[config.mk]
export PLATFORM = sky130hd
export DESIGN_NAME = invader_digit_queue
export DESIGN_NICKNAME = d
export VERILOG_FILES = /design/src/rtl/invader_pkg.sv /design/src/rtl/spawn_tick.sv /design/src/rtl/invader_digit_queue.sv
export SDC_FILE = /design/constraint.sdc
export NUM_CORES = 1
export LEC_CHECK = 0
export ABC_AREA = 1
export CAP_MARGIN = 0
export CORE_UTILIZATION = 45
export DETAILED_ROUTE_END_ITERATION = 10
export DONT_BUFFER_PORTS = 1
export PLACE_DENSITY_LB_ADDON = 0.05
export SYNTH_ARGS = -nofsm -noshare
export SYNTH_HDL_FRONTEND = slang
export SYNTH_SLANG_ARGS = --single-unit
[constraint.sdc]
create_clock -name i_clk -period 4.7 [get_ports i_clk]
set_input_delay 0.94 -clock i_clk [delete_from_list [all_inputs] [get_ports i_clk]]
set_output_delay 0.94 -clock i_clk [all_outputs]
set_load 0.01 [all_outputs]
[src/rtl/invader_pkg.sv]
// Shared types and constants for the digit-invader queue: digit encoding and game states.
package invader_pkg;

  localparam int         DIGIT_W   = 4;
  localparam logic [3:0] BLANK     = 4'hF;
  localparam logic [3:0] DIGIT_MIN = 4'd1;
  localparam logic [3:0] DIGIT_MAX = 4'd9;

  typedef enum logic [1:0] {
    IDLE = 2'd0,
    RUN  = 2'd1,
    OVER = 2'd2
  } state_t;

  // Out-of-range or unknown generator values become the lowest legal digit.
  function automatic logic [DIGIT_W-1:0] sanitize_digit(input logic [DIGIT_W-1:0] d);
    if (d >= DIGIT_MIN && d <= DIGIT_MAX) begin
      return d;
    end else begin
      return DIGIT_MIN;
    end
  endfunction

endpackage

[src/rtl/spawn_tick.sv]
// Free-running spawn timer: counts 0..SPAWN_DIV-1 while enabled and pulses o_tick on the last count.
module spawn_tick
  import invader_pkg::*;
#(
  parameter int SPAWN_DIV = 100_000_000,
  parameter int SPAWN_W   = 27
) (
  input  logic i_clk,
  input  logic i_rst_n,
  input  logic i_en,
  input  logic i_clr,
  output logic o_tick
);

  logic [SPAWN_W-1:0] r_cnt;
  logic               w_last;

  assign w_last = (r_cnt == SPAWN_W'(SPAWN_DIV - 1));
  assign o_tick = i_en && w_last && !i_clr;

  always_ff @(posedge i_clk) begin
    if (!i_rst_n) begin
      r_cnt <= '0;
    end else if (i_clr) begin
      r_cnt <= '0;
    end else if (i_en) begin
      r_cnt <= w_last ? '0 : r_cnt + SPAWN_W'(1);
    end
  end

endmodule

[src/rtl/invader_digit_queue.sv]
// Ordered invader queue fed by the random digit generator; player shots remove the oldest matching digit.
//   state | meaning
//   IDLE  | after reset, waiting for start
//   RUN   | spawning invaders and accepting shots
//   OVER  | queue overflowed, slots frozen for display, waiting for start
module invader_digit_queue
  import invader_pkg::*;
#(
  parameter  int DEPTH     = 8,
  parameter  int SPAWN_DIV = 100_000_000,
  parameter  int SPAWN_W   = 27,
  localparam int CNT_W     = $clog2(DEPTH + 1)
) (
  input  logic                     i_clk,
  input  logic                     i_rst_n,
  input  logic [DIGIT_W-1:0]       i_rnd,
  input  logic                     i_start,
  input  logic                     i_fire,
  input  logic [DIGIT_W-1:0]       i_aim,
  output logic [DIGIT_W*DEPTH-1:0] o_slots,
  output logic [CNT_W-1:0]         o_count,
  output logic                     o_hit,
  output logic                     o_miss,
  output logic [7:0]               o_score,
  output logic                     o_game_over
);

  state_t             r_state;
  logic [DIGIT_W-1:0] r_slot [DEPTH];
  logic [CNT_W-1:0]   r_count;
  logic [7:0]         r_score;
  logic               r_hit;
  logic               r_miss;
  logic               r_game_over;

  logic               w_run;
  logic               w_start_ok;
  logic               w_tick;
  logic               w_shot;
  logic               w_match;
  logic               w_do_hit;
  logic [CNT_W-1:0]   w_hit_idx;
  logic [CNT_W-1:0]   w_count_rm;
  logic               w_overflow;
  logic               w_push;
  logic [CNT_W-1:0]   w_count_nx;
  logic [DIGIT_W-1:0] w_digit;
  logic [DIGIT_W-1:0] w_slot_nx [DEPTH];

  assign w_run      = (r_state == RUN);
  assign w_start_ok = i_start && (r_state != RUN);
  assign w_shot     = i_fire && w_run;
  assign w_do_hit   = w_shot && w_match;
  assign w_digit    = sanitize_digit(i_rnd);

  spawn_tick #(
    .SPAWN_DIV (SPAWN_DIV),
    .SPAWN_W   (SPAWN_W)
  ) u_spawn_tick (
    .i_clk   (i_clk),
    .i_rst_n (i_rst_n),
    .i_en    (w_run),
    .i_clr   (w_start_ok),
    .o_tick  (w_tick)
  );

  // Descending scan so the lowest (oldest) matching slot wins.
  always_comb begin
    w_match   = 1'b0;
    w_hit_idx = '0;
    for (int k = DEPTH - 1; k >= 0; k--) begin
      if (CNT_W'(k) < r_count && r_slot[k] == i_aim) begin
        w_match   = 1'b1;
        w_hit_idx = CNT_W'(k);
      end
    end
  end

  // Removal happens before the push so a hit frees room for a same-cycle spawn.
  assign w_count_rm = r_count - {{(CNT_W-1){1'b0}}, w_do_hit};
  assign w_overflow = w_tick && (w_count_rm == CNT_W'(DEPTH));
  assign w_push     = w_tick && !w_overflow;
  assign w_count_nx = w_count_rm + {{(CNT_W-1){1'b0}}, w_push};

  always_comb begin
    for (int j = 0; j < DEPTH; j++) begin
      w_slot_nx[j] = r_slot[j];
      if (w_do_hit && CNT_W'(j) >= w_hit_idx) begin
        w_slot_nx[j] = BLANK;
      end
    end
    for (int j = 0; j < DEPTH - 1; j++) begin
      if (w_do_hit && CNT_W'(j) >= w_hit_idx) begin
        w_slot_nx[j] = r_slot[j+1];
      end
    end
    for (int j = 0; j < DEPTH; j++) begin
      if (w_push && CNT_W'(j) == w_count_rm) begin
        w_slot_nx[j] = w_digit;
      end
    end
  end

  always_ff @(posedge i_clk) begin
    if (!i_rst_n) begin
      r_state     <= IDLE;
      r_count     <= '0;
      r_score     <= '0;
      r_hit       <= 1'b0;
      r_miss      <= 1'b0;
      r_game_over <= 1'b0;
      for (int j = 0; j < DEPTH; j++) begin
        r_slot[j] <= BLANK;
      end
    end else begin
      r_hit  <= 1'b0;
      r_miss <= 1'b0;
      case (r_state)
        IDLE, OVER: begin
          if (i_start) begin
            r_state     <= RUN;
            r_count     <= '0;
            r_score     <= '0;
            r_game_over <= 1'b0;
            for (int j = 0; j < DEPTH; j++) begin
              r_slot[j] <= BLANK;
            end
          end
        end
        RUN: begin
          r_hit  <= w_do_hit;
          r_miss <= w_shot && !w_match;
          if (w_do_hit && r_score != 8'hFF) begin
            r_score <= r_score + 8'd1;
          end
          for (int j = 0; j < DEPTH; j++) begin
            r_slot[j] <= w_slot_nx[j];
          end
          r_count <= w_count_nx;
          if (w_overflow) begin
            r_state     <= OVER;
            r_game_over <= 1'b1;
          end
        end
        default: r_state <= IDLE;
      endcase
    end
  end

  for (genvar k = 0; k < DEPTH; k++) begin : g_slots
    assign o_slots[DIGIT_W*k +: DIGIT_W] = r_slot[k];
  end

  assign o_count     = r_count;
  assign o_score     = r_score;
  assign o_hit       = r_hit;
  assign o_miss      = r_miss;
  assign o_game_over = r_game_over;

endmodule
==> impl_metrics.py, run 1 <==
metrics = {
    "floorplan": {
        "ios": 59,
        "fp.coreArea_um2": 9864,
        "die_area_um2": 10660,
        "row_count": 36,
        "die_h_um": 103.3,
        "die_x_um": 103.3,
        "start_util_pct": 46.77,
    },
    "place": {
        "portBuffers": 0,
        "gp_congestion": 0.8853,
        "pre_cts_ws_ns": 0.6366,
        "hpwl_um": 9315,
    },
    "clock_network": {
        "root_buffer": "clkbuf_8",
        "htreeDepth": 3,
        "postCtsSetupBuffers": 0,
        "cts_hold_buf": 0,
        "clock_path_buffers": 2,
        "clock_sinks": 76,
        "tritoncts": "yes",
        "cts-buffers-inserted": 9,
        "cts.clk_slew.worst_paths_ns": 0.08,
        "clk_latency_ns": 0.35,
        "cts-resized-gates": 0,
    },
    "finish": {
        "utilization_pct": 49.84,
        "diodes": 0,
        "syn_to_final_growth_pct": 6.564,
        "nFillCells": 986,
        "final_nets": 640,
        "drive_gt1_share_pct": 9.076,
    },
    "global_routing": {
        "grt_start_max_net_pins": 31,
        "grt_usage_pct": 23.33,
        "grt_pass1_wl_um": 18610,
        "first_global_vias": 3702,
        "grt_overflow_total": 0,
        "grt_antenna_before_repair": 0,
    },
    "drt": {
        "viasPerCell": 5.357,
        "finalWirelength_um": 11890,
        "detail-route-antenna-nets": 0,
        "drc": 0,
        "vias": 4077,
        "routedWlPerCell_um": 15.63,
        "first_pass_iters": 5,
        "drt_iter0_drc": 188,
    },
    "timing": {
        "fin_ws_ns": 0.9681,
        "slew_viol_final": 0,
        "rsz0062_at_grt": "no",
        "fmax_mhz": 268.0,
        "setup_tns_ns": 0,
        "worstMarginPinSlew_ns": 0.8135,
        "hold_viol": 0,
        "finalSetupViolations": 0,
        "period_needed_ns": 3.732,
        "min_period_over_period_pct": 79.40,
        "worst_slew_margin_rel_pct": 45.76,
        "clock-skew-final_ns": 0.01606,
    },
    "synthesis": {
        "synth_ff_type": "dfxtp_1",
        "yosys_register_bits": 76,
        "ys_async_sr_fraction_pct": 0,
        "netlist_area_um2": 4613,
        "ys_warn_count": 0,
        "synth_cell_types": 45,
        "ys_seq_area_share_pct": 39.06,
        "synth_nets": 641,
        "syn_inst": 624,
        "post_synth.cell_area_avg_um2": 7.393,
        "synth-edff-count": 28,
    },
    "power": {
        "leakagePower_nw": 2.002,
        "ir_drop_uv": 159.5,
        "powerDensity_nw_per_um2": 273.9,
        "power.total_mw": 1.347,
    },
    "outcome": {
        "status": "finished, final reports clean",
    },
    "flow_run": {
        "maxCapViolations": 0,
    },
    "critical_path": {
        "path_class": "input pin to register",
        "required_ns": 4.70,
        "worstPathArrival_ns": 3.74,
        "endpoint_kind": "register",
        "cp_max_fo": 9,
        "start_kind": "input pin",
    },
    "worst_hold_path": {
        "hold_class": "register to register",
    },
}
-- layer usage --
| metal | up-vias | part of all wire, % | global-route usage, % |
|---|---|---|---|
| li1 | 2071 | - | - |
| met1 | 1888 | 43 | 28.82 |
| met2 | 104 | 49 | 40.56 |
| met3 | 14 | 5.9 | 4.704 |
| met4 | 0 | 1.9 | 8.126 |
| met5 | - | 0 | 0 |
-- final timing paths --
kind | endpoint | slack [ns] | startpoint | cells past startpoint
worst min-delay path | u_spawn_tick.r_cnt[7]$_SDFFE_PP0P_ | 0.46 | u_spawn_tick.r_cnt[7]$_SDFFE_PP0P_ | 2
worst max-delay path | r_slot[0][12]$_SDFFCE_PN1P_ | 0.97 | i_aim[0] | 20
worst max register to register | r_slot[0][12]$_SDFFCE_PN1P_ | 0.98 | o_count[3]$_SDFFE_PN0P_ | 20
worst min register to register | u_spawn_tick.r_cnt[7]$_SDFFE_PP0P_ | 0.46 | u_spawn_tick.r_cnt[7]$_SDFFE_PP0P_ | 2
-- per-stage QoR --
step | hold slack (ns) | area, µm² | cells
after floorplan | 0.4347 | 4613 | 624
after global placement | 0.4488 | 4706 | 745
after detailed placement | 0.4537 | 4706 | 745
after CTS | 0.4661 | 4916 | 761
after global routing | 0.4933 | 4916 | 761
final | 0.4588 | 4916 | 761
-- cells by family after synthesis --
group	Yosys count	share of synthesized area, %
xor+xnor	28	5.316
compound gates	98	13.13
buf+inv	99	8.869
fa+ha+maj	5	1.356
simple gates	318	32.28
flops	76	39.06
-- worst max-delay path, stage by stage --
cell and delay, ns:
inv_4 0.07, nand2_1 0.05, nand2_1 0.06, nor2_1 0.04, nand3_1 0.08, o21ai_0 0.12
nor2_1 0.21, nand2_2 0.11, nand2_4 0.09, inv_4 0.05, ha_1 0.19, ha_1 0.19
or2_1 0.23, nand2_2 0.09, inv_2 0.08, nand3_2 0.09, inv_2 0.04, nor3_2 0.31
nand4_2 0.27, a31oi_1 0.40
-- report_power, final --
| part | leakage (nW) | switching (mW) | internal, mW |
|---|---|---|---|
| combinational | 1.31 | 0.0754 | 0.0281 |
| clock | 0.107 | 0.240 | 0.299 |
| sequential | 0.589 | 0.0122 | 0.692 |
| total | 2.00 | 0.328 | 1.02 |
-- placed cells by master, fill, tap and decap left out, types with 2 or more instances in the layout --
cell type  netlist  layout
nor4_1           4       4
bufinv_16        0       2
inv_4            2       2
nand3_1         33      33
clkbuf_8         0       9
o22ai_1          3       3
nor2_4           4       4
o21ai_0         15      15
o21ai_1          4       4
o21a_1           5       5
or2_0            2       2
ha_1             5       5
clkbuf_1         3       2
a221oi_1         2       2
xor2_1          16      16
nand4_1         20      20
nor3_1          17      17
nand2_2          8       8
a21oi_1         33      33
nand2_1        148     148
xnor2_1         12      12
nand3_2          3       3
nand2_4          3       3
inv_1           78      78
o211ai_1        25      25
nor2_1          58      58
inv_2            6       6
clkinv_2         0       2
edfxtp_1        28      28
nor3b_1          2       2
a211oi_1         2       2
a31oi_1          4       4
nor2_2           8       8
dfxtp_1         48      48
nor3_2           3       3
-- final cells by class --
class | instances | area, µm² | share of cell area (%)
clock buffers | 11 | 131.4 | 2.672
clock inverters | 5 | 78.83 | 1.603
multi-input cells | 449 | 2402 | 48.87
well taps | 133 | 166.4 | 3.385
repair buffers | 1 | 7.507 | 0.1527
inverters | 86 | 327.8 | 6.668
flip-flops and latches | 76 | 1802 | 36.65
-- synth_stat cells (all sizes together), types with 3 or more instances --
master    n  area share [%]
buf      10             1.5
nand3    36             4.2
nand4    21             3.0
nor2     70             6.8
edfxtp   28              18
nand2   159              14
nor4      4            0.54
o22ai     3            0.41
ha        5             1.4
nor3     21             2.8
dfxtp    48              21
xnor2    12             2.3
xor2     16             3.0
a21oi    33             3.6
a31oi     4            0.54
o21a      5            0.81
inv      86             7.1
clkbuf    3            0.24
o21ai    20             2.3
or2       4            0.54
o211ai   25             4.1
-- registers in the layout, indices dropped and copies added, names as in the netlist --
register,count
r_slot,32
u_spawn_tick.r_cnt,27
o_score,8
o_count,4
r_state,2
o_game_over,1
o_hit,1
o_miss,1
Note: power is estimated with default switching activity, not from simulation.
==> run 2, diff against run 1 <==
==> constraint.sdc (replaced) <==
create_clock -name i_clk -period 3.3 [get_ports i_clk]
set_input_delay 0.66 -clock i_clk [delete_from_list [all_inputs] [get_ports i_clk]]
set_output_delay 0.66 -clock i_clk [all_outputs]
set_load 0.01 [all_outputs]
==> run 2 against run 1 <==
Compared with the run above:
- combinational power increased by 65%
- routed wire length increased by 9.9%
- first-iteration DRC count decreased by 0.53%
- critical path depth is 1 lower
- die area did not move
- clock skew shrank 0.0028 ns
- critical path type is now register to register
- largest cell class unchanged
==> impl_metrics.py, run 2 (synthesized netlist as in run 1, its figures left out) <==
metrics = {
    "place": {
        "portBuffers": 0,
        "hpwl_um": 9931,
        "placed_area_um2": 5069,
        "pre_cts_ws_ns": -0.04141,
        "place_inst": 785,
        "gp_congestion": 0.9299,
    },
    "global_routing": {
        "first_global_vias": 3957,
        "grt_pass1_wl_um": 20210,
        "grt_overflow_total": 0,
        "grt_start_max_net_pins": 30,
        "grt_antenna_before_repair": 0,
        "grt_usage_pct": 25.48,
    },
    "finish": {
        "layout_commonest_cell": "nand2_1",
        "syn_to_final_growth_pct": 15.76,
        "final_nets": 686,
        "largest_reg_flops": 32,
        "final_design_area_no_fill_um2": 5340,
        "top_register": "r_slot",
        "drive_gt1_share_pct": 17.80,
        "diodes": 0,
        "final_cell_count_no_fill": 807,
        "final_cell_mix": "nand2_1, inv_1, nor2_1",
        "utilization_pct": 54.14,
    },
    "timing": {
        "slew_viol_final": 0,
        "fin_ws_ns": 0.1390,
        "worstMarginPinSlew_ns": 0.6627,
        "hold_viol": 0,
        "whs_ns": 0.4372,
        "rsz0062_at_grt": "yes",
        "period_needed_ns": 3.161,
        "min_period_over_period_pct": 95.79,
        "fmax_mhz": 316.4,
        "clock-skew-final_ns": 0.01328,
        "worst_slew_margin_rel_pct": 55.66,
        "finalSetupViolations": 0,
        "setup_tns_ns": 0,
    },
    "power": {
        "p_sw_mw": 0.4871,
        "power.total_mw": 1.820,
        "leakagePower_nw": 2.195,
        "p_seq_share_pct": 55.1,
        "swShare_pct": 26.77,
        "p_int_mw": 1.332,
        "ir_drop_uv": 234.2,
        "powerDensity_nw_per_um2": 340.7,
        "clkPwrFrac_pct": 35.5,
        "combPwrFrac_pct": 9.5,
    },
    "drt": {
        "first_pass_iters": 4,
        "met2WireLength_um": 6368,
        "wl_met1_um": 5603,
        "drc": 0,
        "finalWirelength_um": 13070,
        "routedWlPerCell_um": 16.19,
        "met3_length_um": 667,
        "topRoutingLayerUsed": "met4",
        "viasPerCell": 5.394,
        "detail-route-antenna-nets": 0,
        "drt_iter0_drc": 187,
        "vias": 4353,
    },
    "critical_path": {
        "start_kind": "register",
        "endpoint_kind": "register",
        "cp_max_fo": 6,
        "cp-startpoint": "o_count[3]$_SDFFE_PN0P_",
        "required_ns": 3.36,
        "r2r-start": "o_count[3]$_SDFFE_PN0P_",
        "worstPathArrival_ns": 3.22,
        "path_class": "register to register",
    },
    "flow_run": {
        "maxCapViolations": 0,
    },
    "floorplan": {
        "start_util_pct": 46.77,
        "die_h_um": 103.3,
        "fp.coreArea_um2": 9864,
        "die_x_um": 103.3,
        "row_count": 36,
        "die_area_um2": 10660,
        "ios": 59,
    },
    "clock_network": {
        "clk_latency_ns": 0.36,
        "htreeDepth": 3,
        "tritoncts": "yes",
        "clock_path_buffers": 2,
        "cts_hold_buf": 0,
        "root_buffer": "clkbuf_8",
        "cts.clk_slew.worst_paths_ns": 0.08,
        "clock_sinks": 76,
        "cts-buffers-inserted": 9,
    },
    "outcome": {
        "status": "finished, final reports clean",
    },
    "worst_hold_path": {
        "hold_class": "input pin to register",
        "worstHoldStart": "i_rst_n",
    },
}
run 2: changes by cell type in the layout (fill, tap and decap cells not counted), moves of 3 or more:
cell	change
buf_4	+46
nand2_1	-6
nand2_2	+6
o21ai_0	-3
o21ai_1	+3
run 2: repair_timing:
item,CTS,global route
endpoints found under the setup margin,0,40
resized for setup,0,20
setup buffers,0,6
run 2: final cells by class:
cell class	instances	area [µm²]
inverter	86	335.3
timing repair buffer	47	352.8
fill	983	4524
sequential	76	1804
clock buffer	12	145.1
tap	133	166.4
multi-input combinational	449	2511
clock inverter	4	25.02
run 2: critical path, stage by stage (launching register included):
cell     delay [ns]
dfxtp_1        0.32
buf_4          0.16
nor2_2         0.15
nand2_2        0.10
o21ai_4        0.18
nand2_2        0.09
nor2_4         0.13
nand2_2        0.08
nand2_4        0.08
inv_4          0.04
ha_4           0.15
ha_4           0.15
or2_1          0.22
nand2_2        0.10
inv_4          0.04
nand3_4        0.09
inv_4          0.05
nor3_4         0.29
nand4_4        0.19
a31oi_4        0.24
run 2: power groups by stage:
stage / Clock (mW) / Sequential [mW] / Combinational [mW]
after floorplan: 0 / 1.02 / 0.130
after global placement: 0 / 1.02 / 0.171
after detailed placement: 0 / 1.02 / 0.172
after CTS: 0.658 / 1.00 / 0.172
after global routing: 0.694 / 1.00 / 0.193
final: 0.645 / 1.00 / 0.172
run 2: path summary, 6_finish.rpt:
path	to	slack (ns)	cells past startpoint
worst max-delay path	r_slot[0][14]$_SDFFCE_PN1P_	0.14	19
worst min register to register	u_spawn_tick.r_cnt[7]$_SDFFE_PP0P_	0.46	2
worst min-delay path	o_score[0]$_SDFFE_PN0P_	0.44	2
worst max register to register	r_slot[0][14]$_SDFFCE_PN1P_	0.14	19
run 2: metal layers:
layer,GRT usage (%),vias to the layer above
met5,0,-
met4,13.22,0
met3,3.898,33
met2,43.79,101
met1,30.93,2041
li1,-,2178
==> run 3, diff against run 2 <==
--- a/config.mk
+++ b/config.mk
@@ -6,11 +6,9 @@
 export NUM_CORES = 1
 export LEC_CHECK = 0
 export ABC_AREA = 1
-export CAP_MARGIN = 0
 export CORE_UTILIZATION = 45
 export DETAILED_ROUTE_END_ITERATION = 10
 export DONT_BUFFER_PORTS = 1
-export PLACE_DENSITY_LB_ADDON = 0.05
 export SYNTH_ARGS = -nofsm -noshare
 export SYNTH_HDL_FRONTEND = slang
 export SYNTH_SLANG_ARGS = --single-unit
==> run 3 against run 2 <==
Compared with the run above:
- count of clock-buffer cells in the layout is 2 higher
- fmax is 1.3% higher
- register-to-register slack better by 0.04 ns
- cell area hardly changed
- power is 11% higher
==> impl_metrics.py, run 3 (synthesized netlist as in run 1, its figures left out) <==
metrics = {
    "outcome": {
        "status": "finished, final reports clean",
    },
    "floorplan": {
        "fp.coreArea_um2": 9864,
        "die_h_um": 103.3,
        "start_util_pct": 46.77,
        "row_count": 36,
        "ios": 59,
        "die_x_um": 103.3,
        "die_area_um2": 10660,
    },
    "finish": {
        "multi_input_area_um2": 2499,
        "final_nets": 680,
        "diodes": 0,
        "nFillCells": 965,
        "ff_latch_area_um2": 1807,
        "final_design_area_no_fill_um2": 5345,
        "layout_commonest_cell": "nand2_1",
        "top_register": "r_slot",
        "drive_gt1_share_pct": 17.22,
        "largest_reg_flops": 32,
        "syn_to_final_growth_pct": 15.87,
        "final_cell_mix": "nand2_1, inv_1, nor2_1",
    },
    "drt": {
        "detail-route-antenna-nets": 0,
        "viasPerCell": 5.301,
        "finalWirelength_um": 12850,
        "drc": 0,
        "drt_iter0_drc": 219,
        "vias": 4246,
        "routedWlPerCell_um": 16.04,
        "first_pass_iters": 5,
    },
    "clock_network": {
        "clock_path_buffers": 2,
        "root_buffer": "clkbuf_8",
        "cts.clk_slew.worst_paths_ns": 0.08,
        "clock_sinks": 76,
        "cts_hold_buf": 0,
        "htreeDepth": 3,
        "tritoncts": "yes",
        "cts-buffers-inserted": 9,
        "clk_latency_ns": 0.37,
    },
    "timing": {
        "period_needed_ns": 3.120,
        "finalSetupViolations": 0,
        "min_period_over_period_pct": 94.53,
        "hold_viol": 0,
        "fmax_mhz": 320.6,
        "clock-skew-final_ns": 0.01522,
        "worst_slew_margin_rel_pct": 57.23,
        "slew_viol_final": 0,
        "worstMarginPinSlew_ns": 0.6391,
    },
    "power": {
        "ir_drop_uv": 246.7,
        "power.total_mw": 2.021,
        "leakagePower_nw": 2.210,
        "powerDensity_nw_per_um2": 378.0,
    },
    "global_routing": {
        "grt_usage_pct": 25.04,
        "grt_start_max_net_pins": 30,
        "first_global_vias": 3852,
        "grt_antenna_before_repair": 0,
        "grt_pass1_wl_um": 19800,
        "grt_overflow_total": 0,
    },
    "critical_path": {
        "cp_cell_sequence": "nor2_1, nand2_1, nand4_1, nand2_2, nor2_4, nand2_2, nand2_4, inv_4, ha_4, ha_4, or2_1, nand2_2, inv_4, nand3_2, inv_2, nor3_4, nand4_4, a31oi_4",
        "cp_max_fo": 5,
        "cpPeakStageDelay_ns": 0.37,
        "crit_path_top_delay_cell": "dfxtp_2",
        "crit_top_cell": "nand2_2",
        "required_ns": 3.35,
        "start_kind": "register",
        "path_class": "register to register",
        "worstPathArrival_ns": 3.17,
        "endpoint_kind": "register",
    },
    "place": {
        "hpwl_um": 9804,
        "gp_congestion": 0.8899,
        "portBuffers": 0,
        "placed_area_um2": 5031,
    },
    "worst_hold_path": {
        "hold_class": "input pin to register",
    },
    "flow_run": {
        "maxCapViolations": 0,
    },
}
## run 3: cell count changes in the layout (fill, tap and decap cells not counted), moves of 2 or more
cell	previous run	this run
clkinvlp_4	2	0
nand2_2	14	12
dfxtp_1	46	44
nor3_2	1	3
o21ai_1	7	5
nand2_1	142	144
clkbuf_16	0	2
buf_4	47	40
o21ai_0	12	14
dfxtp_2	2	4
## run 3: where the power goes
| part | total (mW) | switching [mW] | internal (mW) |
|---|---|---|---|
| clock | 0.843 | 0.361 | 0.482 |
| combinational | 0.176 | 0.120 | 0.0566 |
| sequential | 1.00 | 0.0162 | 0.985 |
| total | 2.02 | 0.497 | 1.52 |
## run 3: metrics by stage
step           hold WS (ns)  std cells  setup slack, ns  util (%)    TNS, ns
6_report             0.4352        801           0.1805     54.19          0
5_1_grt              0.4557        801        -0.004060     54.19  -0.007581
4_1_cts              0.4201        796           0.1385     53.44          0
3_5_place_dp         0.4553        780          0.01187     51.00          0
3_3_place_gp         0.4498        780          0.06802     51.00          0
2_1_floorplan        0.4347        624         -0.05706         -    -0.2697
## run 3: area by class of cell
class                      instances  share of cell area, %
sequential                        76                  33.80
timing repair buffer              40                  5.618
tap                              133                  3.113
multi-input combinational        450                  46.75
inverter                          86                  6.227
clock inverter                     2                 0.6554
clock buffer                      14                  3.839
## run 3: worst paths after layout
| check | startpoint | to | slack (ns) | cells after the start |
|---|---|---|---|---|
| setup / recovery | o_count[2]$_SDFFE_PN0P_ | r_slot[0][13]$_SDFFCE_PN1P_ | 0.18 | 18 |
| hold / removal | i_rst_n | o_score[0]$_SDFFE_PN0P_ | 0.44 | 2 |
| setup reg to reg | o_count[2]$_SDFFE_PN0P_ | r_slot[0][13]$_SDFFCE_PN1P_ | 0.18 | 18 |
| hold reg to reg | u_spawn_tick.r_cnt[7]$_SDFFE_PP0P_ | u_spawn_tick.r_cnt[7]$_SDFFE_PP0P_ | 0.47 | 2 |
## run 3: what timing repair did
| action | in CTS | in global routing |
|---|---|---|
| endpoints found under the setup margin | 0 | 58 |
| buffers inserted | 0 | 4 |
| gates resized for setup | 0 | 14 |
## run 3: routing by layer
layer / part of all wire [%] / up-vias / track usage (%)
met5: 0 / - / 0
met4: 1.5 / 0 / 7.909
met3: 7.6 / 16 / 6.989
met2: 44 / 127 / 39.54
met1: 46 / 1940 / 33.28
li1: - / 2163 / -
## run 3: worst max-delay path, delay by kind of cell (launching register included)
kind,cells,cell delay (ns)
AND/OR/NAND/NOR,12,1.77
AO/OA/AOI/OAI,1,0.23
flip-flops,1,0.37
buffers and inverters,3,0.14
adder cells (fa/ha/maj),2,0.30
